==> config.mk <==
export PLATFORM = sky130hd
export DESIGN_NAME = wide_add_sequencer
export DESIGN_NICKNAME = d
export VERILOG_FILES = /design/src/rtl/alu_pkg.sv /design/src/rtl/adder_full.sv /design/src/rtl/wide_add_sequencer.sv
export SDC_FILE = /design/constraint.sdc
export NUM_CORES = 1
export LEC_CHECK = 0
export ABC_AREA = 1
export CAP_MARGIN = 20
export CELL_PAD_IN_SITES_DETAIL_PLACEMENT = 1
export CELL_PAD_IN_SITES_GLOBAL_PLACEMENT = 1
export CORE_MARGIN = 3
export CORE_UTILIZATION = 46
export DETAILED_ROUTE_END_ITERATION = 12
export DONT_BUFFER_PORTS = 1
export HOLD_SLACK_MARGIN = 0.12
export PLACE_DENSITY_LB_ADDON = 0.08
export SLEW_MARGIN = 20
export SYNTH_ARGS = -nofsm -noshare
export SYNTH_HDL_FRONTEND = slang
export SYNTH_HIERARCHICAL = 1
export SYNTH_SLANG_ARGS = --single-unit
==> constraint.sdc <==
create_clock -name CLK -period 2.5 [get_ports CLK]
set_input_delay 0.625 -clock CLK [delete_from_list [all_inputs] [get_ports CLK]]
set_output_delay 0.625 -clock CLK [all_outputs]
set_load 0.02 [all_outputs]
==> src/rtl/alu_pkg.sv <==
// Shared types and default sizing for the sequential wide adder.
// The state encoding and slice geometry defaults live here.
package alu_pkg;

  typedef enum logic [1:0] {
    IDLE   = 2'd0,
    RUN    = 2'd1,
    FINISH = 2'd2
  } state_t;

  localparam int DEF_WIDTH  = 4;
  localparam int DEF_SLICES = 4;

endpackage

==> src/rtl/adder_full.sv <==
// Combinational WIDTH-bit ripple slice adder with carry in and carry out.
module ADDER_FULL #(
  parameter int WIDTH = 4
) (
  input  logic [WIDTH-1:0] A,
  input  logic [WIDTH-1:0] B,
  input  logic             C_IN,
  output logic [WIDTH-1:0] SUM,
  output logic             C_OUT
);

  logic [WIDTH:0] total_s;

  assign total_s = {1'b0, A} + {1'b0, B} + {{WIDTH{1'b0}}, C_IN};
  assign SUM     = total_s[WIDTH-1:0];
  assign C_OUT   = total_s[WIDTH];

endmodule

==> src/rtl/wide_add_sequencer.sv <==
// Adds two N-bit operands one WIDTH-bit slice per clock through a single
// shared slice adder, then pulses DONE and holds SUM/C_OUT/OVF.
module wide_add_sequencer
  import alu_pkg::*;
#(
  parameter int WIDTH  = DEF_WIDTH,
  parameter int SLICES = DEF_SLICES
) (
  input  logic                      CLK,
  input  logic                      RST,
  input  logic                      START,
  input  logic [WIDTH*SLICES-1:0]   A,
  input  logic [WIDTH*SLICES-1:0]   B,
  input  logic                      C_IN,
  output logic                      BUSY,
  output logic                      DONE,
  output logic [WIDTH*SLICES-1:0]   SUM,
  output logic                      C_OUT,
  output logic                      OVF
);

  localparam int N  = WIDTH * SLICES;
  localparam int IW = $clog2(SLICES) + 1;

  state_t           state_r;
  state_t           next_state_s;
  logic [N-1:0]     op_a_r;
  logic [N-1:0]     op_b_r;
  logic [N-1:0]     sum_r;
  logic [IW-1:0]    idx_r;
  logic             carry_r;
  logic             c_out_r;
  logic             ovf_r;
  logic             busy_r;
  logic             done_r;
  logic             accept_s;
  logic             last_s;
  logic [WIDTH-1:0] slice_a_s;
  logic [WIDTH-1:0] slice_b_s;
  logic [WIDTH-1:0] slice_sum_s;
  logic             slice_carry_s;

  assign accept_s  = START && (state_r != RUN);
  assign last_s    = (idx_r == IW'(SLICES - 1));
  assign slice_a_s = op_a_r[int'(idx_r) * WIDTH +: WIDTH];
  assign slice_b_s = op_b_r[int'(idx_r) * WIDTH +: WIDTH];

  ADDER_FULL #(.WIDTH(WIDTH)) u_slice_adder (
    .A     (slice_a_s),
    .B     (slice_b_s),
    .C_IN  (carry_r),
    .SUM   (slice_sum_s),
    .C_OUT (slice_carry_s)
  );

  // Next-state decode: START is honoured only outside RUN.
  always_comb begin
    next_state_s = state_r;
    case (state_r)
      IDLE:    if (START) next_state_s = RUN;    else next_state_s = IDLE;
      RUN:     if (last_s) next_state_s = FINISH; else next_state_s = RUN;
      FINISH:  if (START) next_state_s = RUN;    else next_state_s = IDLE;
      default: next_state_s = IDLE;
    endcase
  end

  // State plus BUSY/DONE registered from the next state so they align with it.
  always_ff @(posedge CLK or posedge RST) begin
    if (RST) begin
      state_r <= IDLE;
      busy_r  <= 1'b0;
      done_r  <= 1'b0;
    end else begin
      state_r <= next_state_s;
      busy_r  <= (next_state_s == RUN);
      done_r  <= (next_state_s == FINISH);
    end
  end

  // Operand capture and slice-by-slice accumulation; overflow uses the top slice.
  always_ff @(posedge CLK or posedge RST) begin
    if (RST) begin
      op_a_r  <= '0;
      op_b_r  <= '0;
      sum_r   <= '0;
      idx_r   <= '0;
      carry_r <= 1'b0;
      c_out_r <= 1'b0;
      ovf_r   <= 1'b0;
    end else if (accept_s) begin
      op_a_r  <= A;
      op_b_r  <= B;
      sum_r   <= '0;
      idx_r   <= '0;
      carry_r <= C_IN;
      c_out_r <= 1'b0;
      ovf_r   <= 1'b0;
    end else if (state_r == RUN) begin
      sum_r[int'(idx_r) * WIDTH +: WIDTH] <= slice_sum_s;
      carry_r <= slice_carry_s;
      idx_r   <= idx_r + IW'(1);
      if (last_s) begin
        c_out_r <= slice_carry_s;
        ovf_r   <= (op_a_r[N-1] == op_b_r[N-1]) && (slice_sum_s[WIDTH-1] != op_a_r[N-1]);
      end
    end
  end

  assign BUSY  = busy_r;
  assign DONE  = done_r;
  assign SUM   = sum_r;
  assign C_OUT = c_out_r;
  assign OVF   = ovf_r;

endmodule

**Word level (Yosys, flattened, before mapping)**

Cells that the tools add are included.

- ROM bits: 0
- Register bits after elaboration: 58
- Latch bits: 0
- Memories kept: 0
- Logic and storage cells: 49
- Output and inout port bits: 20
- Input port bits: 36
- RAM bits: 0

- Equal/unequal tests: 8
- Bitwise logic cells: 0
- Add/subtract/negate cells: 4
- Divide/modulo/power cells: 0
- Muxes and demuxes: 16
- Order comparisons: 0
- Shift operators: 4
- Multipliers: 0
- Reduce and logical (&&, ||, !) cells: 7

Operator list:

| kind | number |
|---|---|
| negation 5 -> 33 bit | 1 |
| variable shift 4 x 33 -> 16 bit, first input constant | 1 |
| indexed part select 4 x 33 -> 16 bit | 1 |
| 2-to-1 mux 16 bit | 2 |
| indexed part select 16 x 6 -> 4 bit | 2 |
| bitwise mux 16 bit | 1 |
| 2-to-1 mux 1 bit | 9 |
| 2-to-1 mux 3 bit | 2 |
| adder 4 x 4 -> 5 bit | 1 |
| adder 5 x 1 -> 5 bit | 1 |
| == test 2 x 1 -> 1 bit, second input constant | 2 |
| == test 2 bit, second input constant | 2 |
| case mux 2 bit (2 select lines) | 1 |
| nonzero test 2 bit | 2 |
| adder 3 x 1 -> 3 bit, second input constant | 1 |
| == test 3 x 2 -> 1 bit, second input constant | 1 |
| logical AND 1 bit | 2 |
| logical NOT 2 bit | 1 |
| 2-to-1 mux 2 bit | 1 |
| != test 2 x 1 -> 1 bit, second input constant | 1 |
| AND reduction 2 bit | 1 |
| OR reduction 2 bit | 1 |
| == test 1 bit | 1 |
| != test 1 bit | 1 |

**Logic depth before layout (Yosys ltp)**

- Depth after elaboration: 8
- Depth in mapped cells: 13
- Gate-level depth less buffers: 12

**By module**

Netlist, hierarchy kept.

By module, submodules not included:

| module | cells an instance | times used | area each (um^2) | sequential area each (um^2) |
|---|---|---|---|---|
| wide_add_sequencer | 311 | 1 | 2,651.3 | 1,451.4 |
| ADDER_FULL | 25 | 1 | 165.2 | 0.0 |

**Worst setup path after synthesis**

OpenSTA, ideal clock, no wires.

- Path kind: register to register
- From: reg idx_r[0]
- To: reg sum_r[10], in the netlist SUM[10]
- Stages on the path, launching flop included: 12
- Arrival: 2.169 ns
- Period minus slack after synthesis: 2.235 ns
- Path buffers: 2
- Path slack: 0.265 ns
- Data required time: 2.434 ns
- Setup time: 0.066 ns
- Cell sequence: dfrtp_1 > buf_4 > buf_4 > nand2_1 > o211ai_1 > a21oi_1 > fa_1 > inv_1 > fa_1 > xnor2_1 > nand3_1 > nand2_1

- Cells in the longest elaborated chain, start to end: 7
- Elaborated cells between the ends (all ways): 10
- Those cells by class: 3 x add/sub; 4 x shift; 3 x mux

RTL lines:

| item | RTL line | text |
|---|---|---|
| start: declaration | wide_add_sequencer.sv:30 | `logic [IW-1:0] idx_r;` |
| start signal: assignment | wide_add_sequencer.sv:101 | `idx_r <= idx_r + IW'(1);` |
| indexed part select 16 x 6 -> 4 bit | wide_add_sequencer.sv:45 | `assign slice_a_s = op_a_r[int'(idx_r) * WIDTH +: WIDTH];` |
| named net slice_a_s[0] | wide_add_sequencer.sv:38 | `logic [WIDTH-1:0] slice_a_s;` |
| adder 4 x 4 -> 5 bit | adder_full.sv:14 | `assign total_s = {1'b0, A} + {1'b0, B} + {{WIDTH{1'b0}}, C_IN};` |
| adder 5 x 1 -> 5 bit | adder_full.sv:14 |  |
| named net slice_sum_s[2] | wide_add_sequencer.sv:40 | `logic [WIDTH-1:0] slice_sum_s;` |
| indexed part select 4 x 33 -> 16 bit | wide_add_sequencer.sv:99 | `sum_r[int'(idx_r) * WIDTH +: WIDTH] <= slice_sum_s;` |
| bitwise mux 16 bit | wide_add_sequencer.sv:99 |  |
| 2-to-1 mux 16 bit | wide_add_sequencer.sv:98 | `end else if (state_r == RUN) begin` |
| 2-to-1 mux 16 bit | wide_add_sequencer.sv:90 | `end else if (accept_s) begin` |
| end signal: indexed assignment | wide_add_sequencer.sv:99 |  |
| end: declaration | wide_add_sequencer.sv:29 | `logic [N-1:0] sum_r;` |

The timed path passes the listed nets, and every way through them passes these cells. The select of a mux whose other input is x is not followed.
A chain may end at the register's enable or synchronous reset.

**Worst setup path in the final report**

- From: reg idx_r[0]
- To: reg carry_r

- Cells in the longest elaborated chain, start to end: 5
- Elaborated cells between the ends (all ways): 6
- Those cells by class: 2 x add/sub; 2 x shift; 2 x mux

RTL lines:

| item | RTL line | text |
|---|---|---|
| indexed part select 16 x 6 -> 4 bit | wide_add_sequencer.sv:46 | `assign slice_b_s = op_b_r[int'(idx_r) * WIDTH +: WIDTH];` |
| named net slice_b_s[0] | wide_add_sequencer.sv:39 | `logic [WIDTH-1:0] slice_b_s;` |
| adder 4 x 4 -> 5 bit | adder_full.sv:14 |  |
| adder 5 x 1 -> 5 bit | adder_full.sv:14 |  |
| named net slice_carry_s | wide_add_sequencer.sv:41 | `logic slice_carry_s;` |
| 2-to-1 mux 1 bit | wide_add_sequencer.sv:98 |  |
| 2-to-1 mux 1 bit | wide_add_sequencer.sv:90 |  |
| end signal: assignment | wide_add_sequencer.sv:100 | `carry_r <= slice_carry_s;` |
| end: declaration | wide_add_sequencer.sv:31 | `logic carry_r;` |

The timed path passes the listed nets, and every way through them passes these cells. The select of a mux whose other input is x is not followed.

==> impl_metrics.yaml <==
power_and_ir_drop:
  internal-power_w: 0.00270
  vdd_drop_max_v: 0.000625
  p_leak_nw: 1.59
  swShare_pct: 46.9
  pwr-share-comb_pct: 48.0
  powerDensity_mw_per_mm2: 1640
  switching_power_w: 0.00239
  clock_power_share_pct: 17.3
  seq_power_share_pct: 34.7
yosys:
  avgSynthCellArea_um2: 8.38
  ys_types: 24
  syn_inst: 336
  seq_area_frac_synth_pct: 51.5
  synth_nets: 381
  syn_area_mm2: 0.00282
  ys_warn_count: 6
  ys_seq_elements: 58
hold_path:
  worstHoldPathType: "in -> async"
clock_network:
  clock_latency_ns: 0.33
  clk_pin_slew_ns: 0.07
  cts_tree: "done"
  cts.sinks: 58
  holdBufCountCts: 0
  root_buffer: "clkbuf_8"
  max-clock-path-buffers: 2
  cts_made_buffers: 9
  ctsHtreeMaxLevel: 3
place:
  place_inst: 402
  post-place-ws_ns: 0.0232
  gp_congestion: 0.835
  portBuffers: 0
  dp_hpwl_um: 5070
  place_area_mm2: 0.00289
flow_run:
  maxCapViolations: 0
routing:
  drc: 0
  wl_um: 6970
  drt_iter0_drc: 84
  ant_nets: 0
  wl_per_cell_um: 16.7
  drt_pass1_iterations: 4
  vias: 2246
  viasPerCell: 5.37
timing:
  finalSetupViolations: 0
  final.setup.tns_ns: 0
  slew_viol_final: 0
  fin_skew_ns: 0.0103
  tightest_slew_ns: 0.654
  fmax_ghz: 0.435
  final-hold-violation-count: 0
  period_needed_ns: 2.30
  rsz0062_at_grt: "false"
  timing.final.crit_share_pct: 92.0
  fin_ws_ns: 0.199
  slew_headroom_pct: 56.3
worst_setup_path:
  crit_slowest_cell: "dfrtp_2"
  reg2reg_depth: 10
  required_ns: 2.75
  worstSetupEndpointType: "flip-flop"
  start_kind: "flip-flop"
  arrival_ns: 2.55
  critPathTopFamily: "compound AO/OA/AOI/OAI gates"
  reg2reg_from: "idx_r[0]$_DFFE_PP0P_"
  path_max_fanout: 13
  worstReg2RegEnd: "carry_r$_DFFE_PP0P_"
  max_stage_delay_ns: 0.48
  crit_type: "reg -> reg"
  crit_buf_inv: 2
  ff2ff_setup_slack_ns: 0.20
  crit_path_cell_trace: "nor2_1, nor2_1, o21ai_0, a21oi_1, fa_1, inv_1, fa_1, o21ai_0, inv_1, o211ai_1"
final_layout:
  final_cells: 418
  drive_gt1_share_pct: 12.7
  final_nets: 386
  antenna_cells: 0
  most-common-layout-cells: "nand2_1, dfrtp_1, nand3_1, inv_1, o21ai_0"
  area_growth_pct: 10.4
  final_common_cell: "nand2_1"
  stdcell_area_mm2: 0.00311
run_status:
  status: "complete, no violations"
global_routing:
  grt_max_degree: 46
  antenna_found_initial: 0
  grt_use_total_pct: 20.7
  grt_pass1_wl_um: 11600
  grt_pass1_vias: 2272
  grt_overflow: 0
floorplan:
  dieArea_mm2: 0.00710
  rows: 27
  die_w_um: 84.2
  fp.dieH_um: 84.2
  ios: 56
  start_util_pct: 49.3
  core_area_mm2: 0.00571
cells by family after synthesis:
group                    after synthesis  share of synthesized area, %
AND/OR/NAND/NOR                      168                          25.6
flip-flops                            58                          51.5
adder cells (fa/ha/maj)                9                          4.53
AO/OA/AOI/OAI                         53                          10.4
buffers and inverters                 47                          7.64
XOR/XNOR                               1                         0.311
worst max path at each step:
| stage | slack (ns) | start | cells after the start | to |
|---|---|---|---|---|
| after floorplan | 0.27 | idx_r[0]$_DFFE_PP0P_ | 11 | SUM[10]$_DFFE_PP0P_ |
| after global placement | 0.15 | idx_r[1]$_DFFE_PP0P_ | 9 | SUM[2]$_DFFE_PP0P_ |
| after detailed placement | 0.02 | idx_r[0]$_DFFE_PP0P_ | 10 | SUM[2]$_DFFE_PP0P_ |
| after CTS | 0.08 | idx_r[0]$_DFFE_PP0P_ | 10 | carry_r$_DFFE_PP0P_ |
| after global routing | 0.003 | idx_r[0]$_DFFE_PP0P_ | 9 | carry_r$_DFFE_PP0P_ |
| final | 0.20 | idx_r[0]$_DFFE_PP0P_ | 10 | carry_r$_DFFE_PP0P_ |
layout make-up:
class,instances,area [um2]
Clock buffer,11,151
Clock inverter,5,52.6
Fill cell,687,2600
Inverter,33,124
Multi-Input combinational cell,231,1160
Sequential cell,58,1450
Tap cell,72,90.1
Timing Repair Buffer,8,72.6
metal layers:
layer,up-vias,wire length (um),GRT usage [%]
li1,1094,-,-
met1,1088,3350,29.3
met2,54,3190,30.2
met3,10,342,6.67
met4,0,92,6.14
met5,-,0,0
metrics by stage:
step | util (%) | hold slack, ns | total power [W]
final | 54.5 | 0.255 | 0.00509
after detailed placement | 50.6 | 0.469 | 0.00415
after global routing | 54.5 | 0.284 | 0.00550
after floorplan | - | 0.444 | 0.00340
after CTS | 54.3 | 0.262 | 0.00511
after global placement | 50.6 | 0.461 | 0.00404
sequential cells by signal (all words and copies together) (netlist names):
signal / count
BUSY: 1
C_OUT: 1
DONE: 1
OVF: 1
SUM: 16
carry_r: 1
idx_r: 3
op_a_r: 16
op_b_r: 16
state_r: 2
power by group through the flow:
stage / Sequential, W / Combinational [W] / Clock (W)
6_report: 0.00177 / 0.00244 / 0.000878
5_1_grt: 0.00182 / 0.00272 / 0.000959
4_1_cts: 0.00177 / 0.00244 / 0.000902
3_5_place_dp: 0.00179 / 0.00236 / 0
3_3_place_gp: 0.00177 / 0.00227 / 0
2_1_floorplan: 0.00165 / 0.00175 / 0
synthesized netlist by cell type (all sizes together):
cell / n / area [um2]
nand2: 120 / 463
dfrtp: 58 / 1450
inv: 32 / 120
nand3: 31 / 155
o21ai: 25 / 125
a21oi: 15 / 75.1
buf: 14 / 91.3
nor2: 14 / 70.1
o211ai: 9 / 67.6
ha: 7 / 87.6
o22ai: 4 / 25.0
fa: 2 / 40.0
nor3: 2 / 20.0
clkinv: 1 / 3.75
nand4: 1 / 12.5
xnor2: 1 / 8.76
timing repair:
item / in CTS / in global routing
gates resized for setup: 1 / 4
endpoints found under the setup margin: 2 / 6
setup buffers: 0 / 0
(Power assumes the default switching activity.)
